$ cat src/rtl/fetch_buffer_pkg.sv
// Shared front-end definitions: instruction encodings used by fetch and decode,
// plus the occupancy-update encoding used by the queue controllers.
package fetch_buffer_pkg;

  localparam int INSTR_W = 32;

  // addi x0, x0, 0: the canonical RISC-V NOP presented to decode when idle.
  localparam logic [INSTR_W-1:0] NOP_INSTR = 32'h0000_0013;

  // {push, pop} packed so the count update reads as a single case.
  typedef enum logic [1:0] {
    OCC_HOLD = 2'b00,
    OCC_DEC  = 2'b01,
    OCC_INC  = 2'b10,
    OCC_BOTH = 2'b11
  } occ_op_t;

  function automatic occ_op_t occ_op(input logic push, input logic pop);
    return occ_op_t'({push, pop});
  endfunction

endpackage

$ cat src/rtl/fetch_buffer_fifo_ctrl.sv
// Circular-FIFO bookkeeping: pointers, occupancy count, accept/full/empty.
// Holds no data, so the same controller can sit in front of any storage array.
module fifo_ctrl
  import fetch_buffer_pkg::*;
#(
  parameter  int DEPTH = 8,
  localparam int PTR_W = $clog2(DEPTH),
  localparam int CNT_W = PTR_W + 1
) (
  input  logic             clk,
  input  logic             rst_n,
  input  logic             flush,
  input  logic             push_req,
  input  logic             pop_req,
  output logic             push,
  output logic [PTR_W-1:0] wr_ptr,
  output logic [PTR_W-1:0] rd_ptr,
  output logic [CNT_W-1:0] count,
  output logic             full,
  output logic             empty
);

  logic             pop;
  logic [CNT_W-1:0] count_next;

  assign full  = (count == CNT_W'(DEPTH));
  assign empty = (count == '0);

  // A pop frees a slot in the same cycle, so a full queue can still accept.
  // Flush and reset suppress both so nothing is written into a dead queue.
  assign pop  = pop_req && !empty && !flush && rst_n;
  assign push = push_req && (!full || pop) && !flush && rst_n;

  always_comb begin
    // NOTE: default first so every path assigns count_next and no latch is inferred.
    count_next = count;
    case (occ_op(push, pop))
      OCC_INC:  count_next = count + CNT_W'(1);
      OCC_DEC:  count_next = count - CNT_W'(1);
      default:  count_next = count;
    endcase
  end

  // NOTE: state registers use non-blocking assignments so every flop samples
  // pre-edge values regardless of statement order.
  always_ff @(posedge clk) begin
    if (!rst_n) begin
      wr_ptr <= '0;
      rd_ptr <= '0;
      count  <= '0;
    end else if (flush) begin
      wr_ptr <= '0;
      rd_ptr <= '0;
      count  <= '0;
    end else begin
      // DEPTH is a power of two, so pointer overflow is the modulo wrap.
      if (push) wr_ptr <= wr_ptr + PTR_W'(1);
      if (pop)  rd_ptr <= rd_ptr + PTR_W'(1);
      count <= count_next;
    end
  end

endmodule

$ cat src/rtl/fetch_buffer.sv
// Instruction queue between fetch and decode: holds {instr, pc} pairs and
// presents the oldest one to decode, NOP-masked when the queue is empty.
module fetch_buffer
  import fetch_buffer_pkg::*;
#(
  parameter int DEPTH    = 8,
  parameter int WIDTH_PC = 32
) (
  input  logic                   clk,
  input  logic                   rst_n,
  input  logic                   i_flush,
  input  logic                   i_we,
  input  logic [INSTR_W-1:0]     i_instr,
  input  logic [WIDTH_PC-1:0]    i_pc,
  input  logic                   i_re,
  output logic [INSTR_W-1:0]     o_instr,
  output logic [WIDTH_PC-1:0]    o_pc,
  output logic                   o_imask,
  output logic                   o_full,
  output logic [$clog2(DEPTH):0] o_count
);

  localparam int PTR_W   = $clog2(DEPTH);
  localparam int ENTRY_W = INSTR_W + WIDTH_PC;

  logic               push;
  logic [PTR_W-1:0]   wr_ptr;
  logic [PTR_W-1:0]   rd_ptr;
  logic               empty;
  logic [ENTRY_W-1:0] mem [DEPTH];
  logic [ENTRY_W-1:0] head;

  fifo_ctrl #(
    .DEPTH (DEPTH)
  ) u_ctrl (
    .clk      (clk),
    .rst_n    (rst_n),
    .flush    (i_flush),
    .push_req (i_we),
    .pop_req  (i_re),
    .push     (push),
    .wr_ptr   (wr_ptr),
    .rd_ptr   (rd_ptr),
    .count    (o_count),
    .full     (o_full),
    .empty    (empty)
  );

  // NOTE: the array has no reset; stale slots are never visible because the
  // outputs are gated by the controller's empty flag.
  always_ff @(posedge clk) begin
    if (push) mem[wr_ptr] <= {i_instr, i_pc};
  end

  assign head    = mem[rd_ptr];
  assign o_imask = !empty;
  assign o_instr = empty ? NOP_INSTR : head[ENTRY_W-1 -: INSTR_W];
  assign o_pc    = empty ? '0 : head[WIDTH_PC-1:0];

endmodule

$ cat config.mk
export PLATFORM = sky130hd
export DESIGN_NAME = fetch_buffer
export DESIGN_NICKNAME = d
export VERILOG_FILES = /design/src/rtl/fetch_buffer_pkg.sv /design/src/rtl/fetch_buffer_fifo_ctrl.sv /design/src/rtl/fetch_buffer.sv
export SDC_FILE = /design/constraint.sdc
export NUM_CORES = 1
export LEC_CHECK = 0
export CAP_MARGIN = 20
export CORE_UTILIZATION = 40
export DETAILED_ROUTE_END_ITERATION = 8
export PLACE_DENSITY_LB_ADDON = 0.05
export REMOVE_ABC_BUFFERS = 1
export SYNTH_ARGS = -nofsm -noshare
export SYNTH_HDL_FRONTEND = slang
export SYNTH_SLANG_ARGS = --single-unit
$ cat constraint.sdc
create_clock -name clk -period 9.5 [get_ports clk]
set_input_delay 1.9 -clock clk [delete_from_list [all_inputs] [get_ports clk]]
set_output_delay 1.9 -clock clk [all_outputs]
set_load 0.005 [all_outputs]
==> run_results.csv, run 1 <==
group,metric,value,unit
outcome,outcome,"complete, no violations",
setup_path,r2r_setup_slack,5.95,ns
clock_tree,insertion_delay,0.59,ns
timing,worst_pin_slew,1.03,ns
timing,rsz0062_at_grt,"no",
global_route,grt_pass1_vias,9619,
synth,ys_seq_area_frac,0.779,
setup_path,r2r_end,"u_ctrl.count[2]",
synth,async_reset_ff_frac,0,
synth,yosysMostFrequentCell,"edfxtp_1",
synth,synth-main-ff-cell,"edfxtp_1",
global_route,overflow,0,
power_and_ir_drop,comb_power_share,0.023,
global_route,antenna_found_initial,3,
min_path,hold_depth,2,
floorplan,core_region_area,0.0493,sq mm
timing,skew,0.0234,ns
floorplan,start_util,0.408,
power_and_ir_drop,irDropWorstVdd,0.117,mV
clock_tree,clock_path_buffers,3,
detailed_routing,drc,0,
floorplan,rows,81,
clock_tree,cts.clk_slew.worst_paths,0.06,ns
clock_tree,cts_tree,"built",
global_route,grt_pass1_wl,63.4,mm
timing,period_needed,5.58,ns
setup_path,start_kind,"flip-flop",
timing,fmax,179,MHz
setup_path,critPathMaxFanout,88,
clock_tree,post_cts_buffers,0,
timing,fin_setup_tns,0,ns
run,maxCapViolations,0,
power_and_ir_drop,leakagePower,7.16,nW
setup_path,path_cells,"buf_12 -> mux4_2 -> mux2i_1 -> nor2_1 -> clkdlybuf4s50_1",
global_route,grtUsageTotal,0.172,
setup_path,max_stage_delay,0.94,ns
setup_path,arrival,3.68,ns
detailed_routing,drt-pass1-iter-count,5,
detailed_routing,vias,9137,
detailed_routing,via_per_inst,5.17,
clock_tree,cts_htree_levels,2,
timing,finalHoldViolCount,0,
floorplan,ios,139,
timing,slew_headroom,0.313,
clock_tree,cts_resized,0,
setup_path,crit_path_end_kind,"primary output",
timing,setup_ws,3.92,ns
finish,layout.nets,1134,
place,post-dp-hpwl,21.4,mm
power_and_ir_drop,clkPwrFrac,0.429,
clock_tree,clock-sinks,525,
synth,yosys-top-cells-area,"edfxtp_1 (77%), mux4_2 (14%), mux2i_1 (3.2%)",
place,port_buffers,138,
place,pre_cts_slack,4.18,ns
timing,hold_ws,0.494,ns
power_and_ir_drop,seq_power_share,0.548,
setup_path,required,7.60,ns
setup_path,cp-endpoint,"o_instr[16]",
finish,drive_gt1_frac,0.209,
timing,final-max-slew-violation-count,0,
setup_path,critPathBufInv,2,
synth,syn-cell-area,0.0201,sq mm
detailed_routing,detail_route.wl_per_cell,24.0,um
synth,synth_edf_count,512,
synth,syn_inst,890,
place,dp.cells,1667,
timing,setup_violations,0,
synth,synth_top_area_frac,0.766,
synth,yosys_warnings,0,
place,gp_congestion,0.718,
power_and_ir_drop,powerDensity,195,mW/mm^2
detailed_routing,final_antenna_net_count,0,
setup_path,critical_path.top_delay_family,"buffers and inverters",
synth,avgSynthCellArea,22.6,sq um
floorplan,die_area,0.0511,sq mm
setup_path,path_class,"reg2out",
synth,yosysTopAreaCell,"edfxtp_1",
setup_path,regToRegStartpoint,"u_ctrl.count[0]",
floorplan,die_y,226,um
global_route,grt_max_degree,89,
finish,final_cells,1767,
clock_tree,cts_made_buffers,55,
power_and_ir_drop,switching_share,0.194,
setup_path,path_depth,5,
synth,synth_common_cells,"edfxtp_1 (512), mux4_2 (128), nor2_1 (73)",
floorplan,dieWidth,226,um
detailed_routing,wirelength,42.4,mm
power_and_ir_drop,p_sw,904,uW
setup_path,critPathSlowestCell,"dfxtp_4",
power_and_ir_drop,power.internal,3.76,mW
synth,yosys_register_bits,525,
clock_tree,hold_buffers,0,
setup_path,reg2reg_depth,13,
synth,ys_types,33,
clock_tree,cts-root-buf,"clkbuf_16",
min_path,min_path_type,"reg2reg",
timing,fin_crit_sh,0.588,
detailed_routing,drt_iter0_drc,596,
finish,areaGrowthSynthToFinish,19.3,%
## worst min-delay path: cells and delay by family (launching register included)
family / cells / cell delay, ns
AOI/OAI and AO/OA: 1 / 0.08
and+or+nand+nor: 1 / 0.05
DFF: 1 / 0.31
## power groups by stage
stage | combinational (mW) | clock (mW) | sequential, mW
final | 0.106 | 2.00 | 2.56
after global placement | 0.106 | 0 | 2.60
after CTS | 0.108 | 2.07 | 2.56
after floorplan | 0.0305 | 0 | 2.61
after detailed placement | 0.107 | 0 | 2.61
after global routing | 0.115 | 2.15 | 2.56
## final cells by class
cell class	instances	area (sq um)
fillers	4096	25300
flip-flops and latches	525	15600
multi-input cells	318	4240
repair buffers	158	1560
clock buffers	64	1410
well taps	664	831
clock inverters	34	255
inverters	2	7.51
diodes	2	5.00
## flip-flops by register name, indices dropped and copies added, names as in the netlist, named ones only
register,flops
mem,512
u_ctrl.count,4
u_ctrl.rd_ptr,3
u_ctrl.wr_ptr,3
## per-stage QoR
stage | power (mW) | area (sq um) | utilization
after floorplan | 2.64 | 19800 | -
after global placement | 2.71 | 22300 | 0.452
after detailed placement | 2.71 | 22300 | 0.452
after CTS | 4.73 | 23900 | 0.486
after global routing | 4.82 | 23900 | 0.486
final | 4.67 | 23900 | 0.486
## worst min-delay path by stage
stage | start | endpoint | slack [ns]
floorplan | u_ctrl.rd_ptr[1] | flip-flop | 0.45
global placement | u_ctrl.rd_ptr[1] | flip-flop | 0.49
detailed placement | u_ctrl.rd_ptr[1] | flip-flop | 0.47
CTS | u_ctrl.rd_ptr[1] | flip-flop | 0.49
global route | u_ctrl.rd_ptr[1] | flip-flop | 0.52
finish | u_ctrl.rd_ptr[1] | flip-flop | 0.49
## cells by family (layout without fill, tap and decap cells)
kind of cell | count (synthesis) | in the layout | synth area share
xor gates and xnor gates | 7 | 7 | 0.00305
other | 0 | 2 | 0
muxes | 193 | 193 | 0.176
buffers and inverters | 47 | 258 | 0.0126
AOI/OAI and AO/OA | 11 | 11 | 0.00380
and+or+nand+nor | 102 | 102 | 0.0226
DFF | 525 | 525 | 0.779
adders and majority gates | 5 | 5 | 0.00312
## layer usage
layer  part of all wire  vias up  global-route usage  routed length, um
met5            0.00031        -                   0                 13
met4              0.016        2              0.0384                695
met3              0.046       52              0.0372               1950
met2               0.47      181               0.271              20000
met1               0.47     4855               0.247              19800
li1                   -     4047                   -                  -
## layout by cell type (no fill, tap or decap), drive strengths merged
master / instances
nor3: 4
nor4: 2
a211o: 1
o2111ai: 1
buf: 20
nor4b: 1
clkinv: 26
a21oi: 3
edfxtp: 512
nand3: 4
clkdlybuf4s50: 138
o211ai: 1
or3: 1
mux4: 128
nor2b: 2
nor2: 73
ha: 5
nor4bb: 1
clkbuf: 64
clkinvlp: 2
o21ai: 5
mux2i: 65
diode: 2
xor2: 7
or2: 1
nand2b: 3
inv: 4
nand4: 1
nand2: 8
bufinv: 4
dfxtp: 13
or4b: 1
Note: power is estimated with default switching activity, not from simulation.
==> run 2: changes to the inputs <==
clock period = 5.43 ns   (was 9.5 ns; I/O delays follow)
==> run 2 against run 1 <==
Worst setup slack worse by 2.8 ns. First-iteration DRC count is 1.7% higher. Register-to-register slack worse by 3.4 ns. Largest power group unchanged. Highest routed layer unchanged.
==> run_results.csv, run 2 (synthesized netlist as in run 1, its figures left out) <==
group,metric,value,unit
global_route,antenna_found_initial,1,
setup_path,start_kind,"flip-flop",
timing,worst_pin_slew,1.02,ns
timing,period_needed,4.28,ns
finish,layout.nets,1138,
floorplan,rows,81,
clock_tree,cts_tree,"built",
timing,skew,0.0182,ns
clock_tree,hold_buffers,0,
setup_path,r2r_end,"u_ctrl.count[2]",
detailed_routing,drc,0,
place,gp_congestion,0.692,
finish,areaGrowthSynthToFinish,20.2,%
clock_tree,cts_htree_levels,2,
timing,setup_ws,1.15,ns
finish,diodes,0,
floorplan,die_area,0.0511,sq mm
clock_tree,insertion_delay,0.61,ns
detailed_routing,via_per_inst,5.21,
finish,final_cell_mix,"edfxtp_1 (512), clkdlybuf4s50_1 (138), mux4_2 (128)",
setup_path,crit_path_end_kind,"primary output",
setup_path,max_stage_delay,0.74,ns
setup_path,cp-endpoint,"o_pc[30]",
floorplan,ios,139,
power_and_ir_drop,leakagePower,7.24,nW
global_route,grtUsageTotal,0.172,
clock_tree,clock_path_buffers,3,
floorplan,core_region_area,0.0493,sq mm
setup_path,critPathSlowestCell,"dfxtp_4",
timing,finalHoldViolCount,0,
detailed_routing,drt_iter0_drc,606,
floorplan,dieWidth,226,um
finish,seq_area,0.0156,sq mm
finish,top_regs,"mem (512), u_ctrl.count (4)",
power_and_ir_drop,irDropWorstVdd,0.217,mV
place,pre_cts_slack,1.59,ns
clock_tree,cts.clk_slew.worst_paths,0.06,ns
global_route,overflow,0,
timing,setup_violations,0,
setup_path,path_cells,"buf_4 -> mux4_2 -> mux2i_1 -> nor2_1 -> clkdlybuf4s50_1",
min_path,worstHoldStart,"u_ctrl.rd_ptr[1]",
global_route,grt_max_degree,65,
floorplan,start_util,0.408,
clock_tree,clock-sinks,525,
place,place_area,0.0224,sq mm
finish,fillers,4059,
setup_path,critPathMaxFanout,28,
finish,drive_gt1_frac,0.216,
clock_tree,cts_made_buffers,56,
min_path,min_path_type,"reg2reg",
timing,fin_crit_sh,0.787,
clock_tree,cts-root-buf,"clkbuf_16",
finish,mostFrequentLayoutCell,"edfxtp_1",
setup_path,path_class,"reg2out",
place,port_buffers,138,
setup_path,reg2reg_depth,10,
finish,multi_input_area,0.00424,sq mm
finish,fin_area,0.0241,sq mm
timing,fmax,234,MHz
finish,largest_reg_flops,512,
global_route,grt_pass1_vias,9773,
finish,top_register,"mem",
setup_path,r2r_setup_slack,2.55,ns
place,post-dp-hpwl,21.5,mm
global_route,grt_pass1_wl,63.7,mm
timing,rsz0062_at_grt,"no",
setup_path,regToRegStartpoint,"u_ctrl.count[0]",
floorplan,die_y,226,um
detailed_routing,final_antenna_net_count,0,
timing,slew_headroom,0.322,
run,maxCapViolations,0,
setup_path,arrival,3.19,ns
detailed_routing,detail_route.wl_per_cell,23.8,um
detailed_routing,vias,9219,
detailed_routing,wirelength,42.2,mm
outcome,outcome,"complete, no violations",
power_and_ir_drop,powerDensity,344,mW/mm^2
clock_tree,cts_resized,0,
timing,hold_ws,0.503,ns
timing,final-max-slew-violation-count,0,
clock_tree,post_cts_buffers,0,
detailed_routing,drt-pass1-iter-count,4,
setup_path,required,4.34,ns
## run 2: power by group
group	internal (mW)	total, mW	switching [mW]
sequential	4.47	4.47	0.00668
combinational	0.0875	0.187	0.0998
clock	2.14	3.63	1.49
## run 2: stage by stage
| step | utilization | setup TNS (ns) | total power [mW] | instances |
|---|---|---|---|---|
| 6_report | 0.490 | 0 | 8.29 | 1770 |
| 3_5_place_dp | 0.455 | 0 | 4.75 | 1670 |
| 3_3_place_gp | 0.455 | 0 | 4.75 | 1670 |
| 2_1_floorplan | - | -613.17 | 4.62 | 845 |
| 5_1_grt | 0.490 | 0 | 8.57 | 1770 |
| 4_1_cts | 0.490 | 0 | 8.41 | 1770 |
## run 2: worst min path at each step
stage | slack, ns | end | cells after the start
5_1_grt | 0.52 | flip-flop | 2
2_1_floorplan | 0.45 | flip-flop | 2
3_3_place_gp | 0.49 | flip-flop | 2
6_report | 0.50 | flip-flop | 2
3_5_place_dp | 0.50 | flip-flop | 2
4_1_cts | 0.51 | flip-flop | 2
## run 2: cell type report
class / count / area share
clock buffer: 77 / 0.0631
multi-input combinational: 318 / 0.176
clock inverter: 23 / 0.00933
timing repair buffer: 161 / 0.0691
tap: 664 / 0.0344
sequential: 525 / 0.648
inverter: 2 / 0.000311
## run 2: worst max-delay path: cells and delay by family (launching register included)
family                 cells  cell delay [ns]
buffers and inverters      2             0.93
muxes                      2             0.81
DFF                        1             0.74
and+or+nand+nor            1             0.09
## run 2: routing by layer
metal / vias to the layer above / track usage / share of wire
met3: 56 / 0.0330 / 0.041
met4: 2 / 0.0418 / 0.017
met1: 4916 / 0.249 / 0.47
li1: 4048 / - / -
met2: 197 / 0.268 / 0.47
met5: - / 0 / 0.00031
==> run 3: changes to the inputs <==
clock period = 3.7 ns   (was 5.43 ns; I/O delays follow)
==> run 3 against run 2 <==
Register-to-register slack worse by 1.7 ns. Critical path type unchanged. Hold slack got worse by 0.028 ns. Sequential share of layout area shrank 0.62 points. Sequential cell count did not move. Critical endpoint is now o_instr[29]. Worst setup slack got worse by 0.97 ns. Power is 45% higher. Clock skew is 0.0021 ns lower. Largest cell class unchanged. Routed wire length is 0.77% higher. Final area increased by 0.96%.
==> run_results.csv, run 3 (synthesized netlist as in run 1, its figures left out) <==
group,metric,value,unit
timing,period_needed,3.51,ns
setup_path,r2r_setup_slack,0.84,ns
detailed_routing,drt_iter0_drc,601,
detailed_routing,detail_route.wl_per_cell,23.8,um
global_route,grtUsageTotal,0.173,
floorplan,start_util,0.408,
setup_path,regToRegStartpoint,"u_ctrl.count[1]",
timing,fin_crit_sh,0.949,
outcome,outcome,"complete, no violations",
global_route,grtUsageMet3,0.0297,
floorplan,core_region_area,0.0493,sq mm
timing,worst_pin_slew,0.794,ns
floorplan,die_area,0.0511,sq mm
detailed_routing,via_per_inst,5.09,
place,dp.cells,1674,
finish,largest_reg_flops,512,
global_route,antenna_found_initial,3,
min_path,worstHoldStart,"u_ctrl.rd_ptr[1]",
finish,fillers,4094,
clock_tree,cts.clk_slew.worst_paths,0.06,ns
clock_tree,cts_made_buffers,55,
run,maxCapViolations,0,
detailed_routing,drt-pass1-iter-count,4,
place,post-dp-hpwl,21.6,mm
floorplan,dieWidth,226,um
detailed_routing,vias,9083,
detailed_routing,final_antenna_net_count,0,
setup_path,start_kind,"flip-flop",
global_route,grt_pass1_wl,63.6,mm
timing,rsz0062_at_grt,"no",
setup_path,reg2reg_depth,10,
finish,seq_area,0.0156,sq mm
min_path,min_path_type,"reg2reg",
finish,mostFrequentLayoutCell,"edfxtp_1",
finish,top_regs,"mem (512), u_ctrl.count (4)",
place,port_buffers,138,
clock_tree,cts-root-buf,"clkbuf_16",
finish,final_cell_mix,"edfxtp_1 (512), clkdlybuf4s50_1 (138), mux4_2 (128)",
clock_tree,clock_path_buffers,3,
power_and_ir_drop,leakagePower,7.34,nW
floorplan,die_y,226,um
global_route,grt_max_degree,65,
power_and_ir_drop,irDropWorstVdd,0.316,mV
clock_tree,clock-sinks,525,
timing,finalHoldViolCount,0,
clock_tree,insertion_delay,0.59,ns
timing,skew,0.0161,ns
floorplan,rows,81,
setup_path,arrival,2.77,ns
setup_path,path_class,"reg2out",
global_route,grtUsageMet2,0.269,
timing,setup_violations,0,
timing,final-max-slew-violation-count,0,
finish,postLayoutCoreUtil,0.495,
finish,areaGrowthSynthToFinish,21.4,%
global_route,busiest_layer,"met2",
global_route,overflow,0,
min_path,hold_depth,2,
floorplan,ios,139,
detailed_routing,wirelength,42.5,mm
setup_path,crit_path_end_kind,"primary output",
setup_path,critPathMaxFanout,32,
setup_path,r2r_end,"u_ctrl.count[2]",
global_route,use_met1,0.249,
finish,top_register,"mem",
place,gp_congestion,0.694,
clock_tree,cts_tree,"built",
clock_tree,cts_htree_levels,2,
power_and_ir_drop,powerDensity,494,mW/mm^2
global_route,grt_pass1_vias,9774,
timing,fmax,285,MHz
timing,slew_headroom,0.470,
detailed_routing,drc,0,
finish,layout.nets,1152,
finish,final_cells,1785,
finish,drive_gt1_frac,0.222,
clock_tree,hold_buffers,0,
setup_path,required,2.96,ns
finish,multi_input_area,0.00424,sq mm
-- run 3: changes by cell type in the layout (fill, tap and decap cells not counted), sizes merged, moves of 2 or more --
cell | previous run | this run
buf | 23 | 37
clkbuf | 77 | 70
clkinv | 17 | 23
clkinvlp | 2 | 0
-- run 3: report_power, final --
group | switching, mW | internal, mW | leakage, nW
logic | 0.143 | 0.131 | 1.80
registers | 0.00890 | 6.55 | 4.72
clock network | 2.15 | 3.06 | 0.823
total | 2.31 | 9.74 | 7.34
-- run 3: metrics by stage --
step	TNS, ns	cell area (sq um)	worst slack (ns)	hold slack [ns]	power [mW]
2_1_floorplan	-1273.13	19800	-4.36	0.454	6.78
3_3_place_gp	0	22500	0.490	0.470	6.96
3_5_place_dp	0	22500	0.485	0.467	6.96
4_1_cts	-0.216	24300	-0.0363	0.477	12.2
5_1_grt	0	24400	0.0460	0.518	12.5
6_report	0	24400	0.189	0.476	12.0
-- run 3: routing by layer --
metal	share of wire	wire length (um)
met1	0.46	19700
met2	0.47	20000
met3	0.045	1910
met4	0.022	925
met5	0.00040	17
-- run 3: how the worst max path moves through the flow --
| stage | start | depth (start not counted) | endpoint |
|---|---|---|---|
| 6_report | flip-flop | 6 | o_instr[29] |
| 4_1_cts | flip-flop | 5 | o_pc[25] |
| 5_1_grt | flip-flop | 6 | o_instr[29] |
| 3_3_place_gp | i_re | 10 | u_ctrl.count[2] |
| 2_1_floorplan | i_flush | 3 | mem[0][0] |
| 3_5_place_dp | i_re | 10 | u_ctrl.count[2] |
-- run 3: layout make-up --
type / instances / share of cell area
flip-flops and latches: 525 / 0.642
multi-input cells: 318 / 0.174
repair buffers: 176 / 0.0803
clock buffers: 70 / 0.0588
well taps: 664 / 0.0341
clock inverters: 29 / 0.0104
inverters: 2 / 0.000308
diodes: 1 / 0.000103
-- run 3: critical path, stage by stage (launching register included) --
cell and delay, ns:
dfxtp_4 0.48, buf_12 0.15, buf_12 0.25, mux4_2 0.54
mux2i_1 0.15, nor2_1 0.07, clkdlybuf4s50_1 0.52
-- run 3: what timing repair did --
item / 4_1_cts / 5_1_grt
setup buffers: 0 / 10
setup endpoints to repair: 2 / 35
gates resized for setup: 1 / 0
cloned: 1 / 0
hold endpoints to repair: 0 / 0
